## src/rtl/moore_seq_tx_if.sv

```systemverilog
// rtl/moore_seq_tx_if.sv - request/serial-line bundle between a stimulus client and moore_seq_tx
interface moore_seq_tx_if #(
  parameter int WIDTH = 8,
  parameter int REP_W = 4
) ();
  logic             start;
  logic [WIDTH-1:0] pattern;
  logic [REP_W-1:0] reps;
  logic             x;
  logic             valid;
  logic             busy;
  logic             done;
  logic             exp_z;

  modport master (
    output start, pattern, reps,
    input  x, valid, busy, done, exp_z
  );

  modport slave (
    input  start, pattern, reps,
    output x, valid, busy, done, exp_z
  );
endinterface

```

## src/rtl/moore_seq_tx.sv

```systemverilog
// rtl/moore_seq_tx.sv - repeating MSB-first pattern transmitter with golden overlapping-1011 Moore output
module moore_seq_tx #(
  parameter int WIDTH = 8,
  parameter int REP_W = 4,
  parameter int GAP   = 2
) (
  input  logic           clk,
  input  logic           reset,
  moore_seq_tx_if.slave  bus
);
  localparam int CNT_W = $clog2(WIDTH);
  localparam int GAP_W = (GAP > 1) ? $clog2(GAP) : 1;
  localparam logic [CNT_W-1:0] BIT_LAST = CNT_W'(WIDTH - 1);
  localparam logic [GAP_W-1:0] GAP_LAST = (GAP > 0) ? GAP_W'(GAP - 1) : '0;

  typedef enum logic [1:0] {ST_IDLE, ST_SHIFT, ST_GAP, ST_DONE} state_t;
  typedef enum logic [2:0] {M_S0, M_S1, M_S2, M_S3, M_S4} mstate_t;

  state_t           state_q, state_d;
  mstate_t          m_q, m_d;
  logic [WIDTH-1:0] shreg_q, shreg_d;
  logic [WIDTH-1:0] pat_q, pat_d;
  logic [REP_W-1:0] reps_q, reps_d;
  logic [CNT_W-1:0] bit_q, bit_d;
  logic [GAP_W-1:0] gap_q, gap_d;
  logic             valid_q, valid_d;
  logic             busy_q, busy_d;
  logic             done_q, done_d;
  logic             exp_z_q, exp_z_d;
  logic             line;

  // The shift register is zeroed outside SHIFT, so its MSB is the registered line itself.
  assign line      = shreg_q[WIDTH-1];
  assign bus.x     = line;
  assign bus.valid = valid_q;
  assign bus.busy  = busy_q;
  assign bus.done  = done_q;
  assign bus.exp_z = exp_z_q;

  always_comb begin
    state_d = state_q;
    shreg_d = shreg_q;
    pat_d   = pat_q;
    reps_d  = reps_q;
    bit_d   = bit_q;
    gap_d   = gap_q;
    valid_d = valid_q;
    busy_d  = busy_q;
    done_d  = 1'b0;
    case (state_q)
      ST_IDLE: begin
        shreg_d = '0;
        valid_d = 1'b0;
        busy_d  = 1'b0;
        if (bus.start) begin
          pat_d  = bus.pattern;
          reps_d = bus.reps;
          if (bus.reps == '0) begin
            state_d = ST_DONE;
            done_d  = 1'b1;
          end else begin
            state_d = ST_SHIFT;
            shreg_d = bus.pattern;
            bit_d   = BIT_LAST;
            valid_d = 1'b1;
            busy_d  = 1'b1;
          end
        end
      end
      ST_SHIFT: begin
        if (bit_q != '0) begin
          shreg_d = shreg_q << 1;
          bit_d   = bit_q - 1'b1;
        end else begin
          reps_d = reps_q - 1'b1;
          if (reps_q == REP_W'(1)) begin
            state_d = ST_DONE;
            shreg_d = '0;
            valid_d = 1'b0;
            busy_d  = 1'b0;
            done_d  = 1'b1;
          end else if (GAP > 0) begin
            state_d = ST_GAP;
            gap_d   = GAP_LAST;
            shreg_d = '0;
            valid_d = 1'b0;
          end else begin
            shreg_d = pat_q;
            bit_d   = BIT_LAST;
          end
        end
      end
      ST_GAP: begin
        if (gap_q == '0) begin
          state_d = ST_SHIFT;
          shreg_d = pat_q;
          bit_d   = BIT_LAST;
          valid_d = 1'b1;
        end else begin
          gap_d = gap_q - 1'b1;
        end
      end
      ST_DONE: begin
        state_d = ST_IDLE;
        shreg_d = '0;
        valid_d = 1'b0;
        busy_d  = 1'b0;
      end
      default: begin
        state_d = ST_IDLE;
        shreg_d = '0;
        valid_d = 1'b0;
        busy_d  = 1'b0;
      end
    endcase
  end

  // Golden detector watches the registered line every cycle, gaps and idle included.
  always_comb begin
    m_d = M_S0;
    case (m_q)
      M_S0:    m_d = line ? M_S1 : M_S0;
      M_S1:    m_d = line ? M_S1 : M_S2;
      M_S2:    m_d = line ? M_S3 : M_S0;
      M_S3:    m_d = line ? M_S4 : M_S2;
      M_S4:    m_d = line ? M_S1 : M_S2;
      default: m_d = M_S0;
    endcase
    exp_z_d = (m_d == M_S4);
  end

  always_ff @(posedge clk or negedge reset) begin
    if (!reset) begin
      state_q <= ST_IDLE;
      m_q     <= M_S0;
      shreg_q <= '0;
      pat_q   <= '0;
      reps_q  <= '0;
      bit_q   <= '0;
      gap_q   <= '0;
      valid_q <= 1'b0;
      busy_q  <= 1'b0;
      done_q  <= 1'b0;
      exp_z_q <= 1'b0;
    end else begin
      state_q <= state_d;
      m_q     <= m_d;
      shreg_q <= shreg_d;
      pat_q   <= pat_d;
      reps_q  <= reps_d;
      bit_q   <= bit_d;
      gap_q   <= gap_d;
      valid_q <= valid_d;
      busy_q  <= busy_d;
      done_q  <= done_d;
      exp_z_q <= exp_z_d;
    end
  end
endmodule

```

## src/flat_wrapper.sv

```systemverilog
// flat-port wrapper written by rule: the top's interface ports become plain ports
module moore_seq_tx_flat 
#(
  parameter int WIDTH = 8,
  parameter int REP_W = 4,
  parameter int GAP   = 2
)
  (clk, reset, bus_start, bus_pattern, bus_reps, bus_x, bus_valid, bus_busy, bus_done, bus_exp_z);
  moore_seq_tx_if #(.WIDTH(WIDTH), .REP_W(REP_W)) bus_i ();
  input  logic clk;
  input  logic reset;
  input wire logic [$bits(bus_i.start)-1:0] bus_start;
  input wire logic [$bits(bus_i.pattern)-1:0] bus_pattern;
  input wire logic [$bits(bus_i.reps)-1:0] bus_reps;
  output wire logic [$bits(bus_i.x)-1:0] bus_x;
  output wire logic [$bits(bus_i.valid)-1:0] bus_valid;
  output wire logic [$bits(bus_i.busy)-1:0] bus_busy;
  output wire logic [$bits(bus_i.done)-1:0] bus_done;
  output wire logic [$bits(bus_i.exp_z)-1:0] bus_exp_z;
  assign bus_i.start = bus_start;
  assign bus_i.pattern = bus_pattern;
  assign bus_i.reps = bus_reps;
  assign bus_x = bus_i.x;
  assign bus_valid = bus_i.valid;
  assign bus_busy = bus_i.busy;
  assign bus_done = bus_i.done;
  assign bus_exp_z = bus_i.exp_z;
  moore_seq_tx #(.WIDTH(WIDTH), .REP_W(REP_W), .GAP(GAP)) u_core (.clk(clk), .reset(reset), .bus(bus_i));
endmodule
```

## config.mk

```make
export PLATFORM = sky130hd
export DESIGN_NAME = moore_seq_tx_flat
export DESIGN_NICKNAME = d
export VERILOG_FILES = /design/src/rtl/moore_seq_tx_if.sv /design/src/rtl/moore_seq_tx.sv /design/src/flat_wrapper.sv
export SDC_FILE = /design/constraint.sdc
export NUM_CORES = 1
export LEC_CHECK = 0
export CORE_MARGIN = 3
export CORE_UTILIZATION = 30
export DETAILED_ROUTE_END_ITERATION = 6
export SLEW_MARGIN = 20
export SYNTH_ARGS = -nofsm -noshare
export SYNTH_HDL_FRONTEND = slang
export SYNTH_SLANG_ARGS = --single-unit
```

## constraint.sdc

```tcl
create_clock -name clk -period 4.25 [get_ports clk]
set_input_delay 0.85 -clock clk [delete_from_list [all_inputs] [get_ports clk]]
set_output_delay 0.85 -clock clk [all_outputs]
set_load 0.01 [all_outputs]
```

==> summary.md <==
| Metric | Value |
|---|---|
| Ys async rst share | 100% |
| Clock sinks | 33 |
| IO Pins | 20 |
| GR met2 Demand/Resource | 19.6% |
| Fin. Hold Viols | 0 |
| Setup Buffers After CTS | 0 |
| Worst setup EP type | flop |
| Met1 usage | between 10% and 20% |
| Clk slew on worst S/H paths | roughly 0.070 ns |
| Post-synth EDFFs | 0 |
| Worst EP arrival | ~2.5 ns |
| Largest family of logic cells by synthesized area | compound AO/OA/AOI/OAI gates |
| Setup WS post-layout | about 1.9 ns |
| Post-Synth Adder-Cell Area | under 10% |
| Fin util | roughly 38% |
| Row count | 27 |
| Drc violations | 0 |
| Primary FF master, synth | dfrtp_1 |
| Die ar. | approximately 6800 sq um |
| Status | complete, no violations |
| Slew margin rel. | between 50 and 60% |
| Area Growth Syn to Fin | 20.7% |
| Setup WS pre-CTS | around 1.6 ns |
| Worst skew pair latency | 0.28 ns |
| Port bufs | 19 |
| DR WL/cell | approximately 13 um |
| # fillers | ~570 |
| Cells after synthesis | roughly 170 |
| Setup TNS | 0 ns |
| Ant. Diodes | 0 |
| Cell area after synthesis | about 1700 sq um |
| Period minus WS final | 2.36 ns |
| Chip Width | just over 80 um |
| Syn Area/Cell | ~10 sq um |
| Clock buffer count from CTS | 5 |
| Initial DRC Count | just over 60 |
| WP data required | ~4.4 ns |
| Worst setup path class | primary input to flop |
| Slew @ Worst Pin | between 0.6 and 0.7 ns |
| Initial antenna violation count | 0 |
| Final GP Congestion | ~0.78 |
| # H-tree levels | 2 |
| Height of the chip | around 82 um |
| Worst setup SP type | primary input |
| Leakage | 0.984 nW |
| Hold_buf cts | 0 |
| ANT nets after route | 0 |
| GRT busiest layer | met2 |
| CP max-delay cell | or4_4 |
| Vias per Instance | a little over 5 |
| PostCTS Resize Cnt | 0 |
| Reg2reg setup slack | around 2.1 ns |
| Drt first pass iters | 4 |
| CTS tree | built |
| Compound-Gate Fraction of Synth Area | 19.9% |
| Fmax | 424 MHz |
| Post-synthesis xor/xnor area fraction | 0% |
| Simple-gate share of the synthesized area | 18.0% |
| P per Cell Area | 654 nW/um^2 |
| Total congestion overflow | 0 |
| Peak VDD IR | 0.234 mV |
| Number of global-route vias before repair | between 1000 and 1500 |
| Clock root cell | clkbuf_8 |
| Yosys reg bits | 33 |
| Largest net degree at the start of global routing | 34 |
| Starting Density | a little under a third |
| Synth cell types | 39 |
| Routed via count | between 1000 and 1500 |
| Seq/Total Area, Yosys | a little under half |
| Tot GR Track Use | 11.9% |
| CP cell instances | clkdlybuf4s50_1 > or4_4 > and3_4 > a222oi_1 > nor2_1 |
| Unrepaired setup endpoints after global routing | no |
| Area after DPL | between 2000 and 2500 sq um |
| Layout cells sized above 1 | between 7 and 8% |
| Maximum fanout along the worst path | 8 |
| Final setup vio count | 0 |
| Slew Limit Fails | 0 |
| Post-synthesis mux area share | around 5.2% |
| Cell area after layout | ~2100 sq um |
| CP peak stage delay | 0.57 ns |
| Grt met3 use | 3.69% |
| Total core area | 5570 sq um |
| Max Cap Viol | 0 |
| Global-route wire length before repair | 6110 um |
| Largest delay share family, worst path | simple AND/OR/NAND/NOR gates |
| Crit path buffers/inverters | 1 |
| Final period util | 55.5% |
| Synth warn | 0 |
| Clock Skew | approximately 0.002 ns |
| Hpwl dp | 2470 um |
| Clock buffer depth | 2 |
| Post-Syn Nets | between 150 and 200 |
| Worst min path class | flop to flop |
| Final wirelength | between 3000 and 4000 um |
| Layout Nets | 220 |
-- Yosys cell counts, drive strengths merged (2+ instances only) --
| cell type | number | area (sq um) |
|---|---|---|
| inv | 7 | 26.3 |
| mux2 | 8 | 90.1 |
| buf | 2 | 16.3 |
| nor2b | 4 | 25.0 |
| a222oi | 7 | 70.1 |
| o22ai | 2 | 12.5 |
| o211ai | 2 | 15.0 |
| clkbuf | 3 | 11.3 |
| and2 | 2 | 12.5 |
| or2 | 2 | 12.5 |
| nor2 | 22 | 82.6 |
| nand2b | 2 | 12.5 |
| a21o | 7 | 52.6 |
| a31oi | 2 | 12.5 |
| nand2 | 20 | 75.1 |
| ha | 9 | 113 |
| a21oi | 8 | 40.0 |
| and3 | 4 | 30.0 |
| dfrtp | 33 | 826 |
| o21ai | 12 | 60.1 |
| a211oi | 2 | 15.0 |
-- where the power goes --
group          total [mW]  switching (mW)  leakage (nW)  internal (mW)
Combinational       0.584           0.316         0.519          0.268
Sequential          0.536          0.0922         0.411          0.444
Clock               0.258           0.112        0.0542          0.146
-- worst paths after layout --
check | from | to | cells past startpoint
hold reg to reg | u_core.bit_q[0] | u_core.bit_q[0] | 1
max in group asynchronous | reset | u_core.shreg_q[4] | 2
min in group asynchronous | reset | u_core.bus.busy | 2
hold / removal | u_core.bit_q[0] | u_core.bit_q[0] | 1
setup / recovery | bus_reps[1] | u_core.shreg_q[5] | 5
setup reg to reg | u_core.state_q[0] | u_core.bit_q[1] | 6
-- sequential cells by signal (all words and copies together) (netlist names) --
name	cells
u_core.bus.valid	1
u_core.reps_q	4
u_core.shreg_q	8
u_core.bus.done	1
u_core.state_q	2
u_core.bus.busy	1
u_core.m_q	3
u_core.pat_q	8
u_core.gap_q	1
u_core.bit_q	3
u_core.bus.exp_z	1
-- through the flow --
step | total power [mW] | cells | hold WS (ns)
after CTS | 1.39 | 269 | 0.488
after global placement | 1.11 | 261 | 0.470
after global routing | 1.50 | 269 | 0.508
after detailed placement | 1.12 | 261 | 0.479
after floorplan | 0.971 | 174 | 0.450
final | 1.38 | 269 | 0.482
-- per-layer routing --
layer | part of all wire [%] | wire (um) | up-vias
met3 | 5.0 | 178 | 5
li1 | - | - | 677
met1 | 47 | 1670 | 653
met2 | 47 | 1670 | 30
met4 | 1.2 | 42 | 0
met5 | 0 | 0 | -
-- placed cells by master (no fill, tap or decap), types with 8 or more instances in the layout --
master,instances
a21oi_1,8
dfrtp_1,33
nor2_1,22
nand2_1,20
clkdlybuf4s50_1,19
ha_1,9
mux2_1,8
-- kinds of logic (layout without fill, tap and decap cells) --
| group | count (synthesis) | count (layout) |
|---|---|---|
| AO/OA/AOI/OAI | 49 | 49 |
| adder cells (fa/ha/maj) | 9 | 9 |
| buffers and inverters | 12 | 35 |
| flip-flops | 33 | 33 |
| multiplexers | 8 | 8 |
| AND/OR/NAND/NOR | 63 | 63 |
-- worst register-to-register path, delay by kind of cell (launching register included) --
family / cells / cell delay [ns]
AO/OA/AOI/OAI: 2 / 0.68
buffers and inverters: 1 / 0.11
adder cells (fa/ha/maj): 1 / 0.37
AND/OR/NAND/NOR: 2 / 0.48
flip-flops: 1 / 0.37
-- cell type report --
class / count / area (sq um) / area share (%)
sequential: 33 / 826 / 39.2
inverter: 7 / 26.3 / 1.25
tap: 72 / 90.1 / 4.28
multi-input combinational: 129 / 865 / 41.1
timing repair buffer: 20 / 198 / 9.39
clock buffer: 7 / 96.3 / 4.58
clock inverter: 1 / 5.00 / 0.238
(Power assumes the default switching activity.)
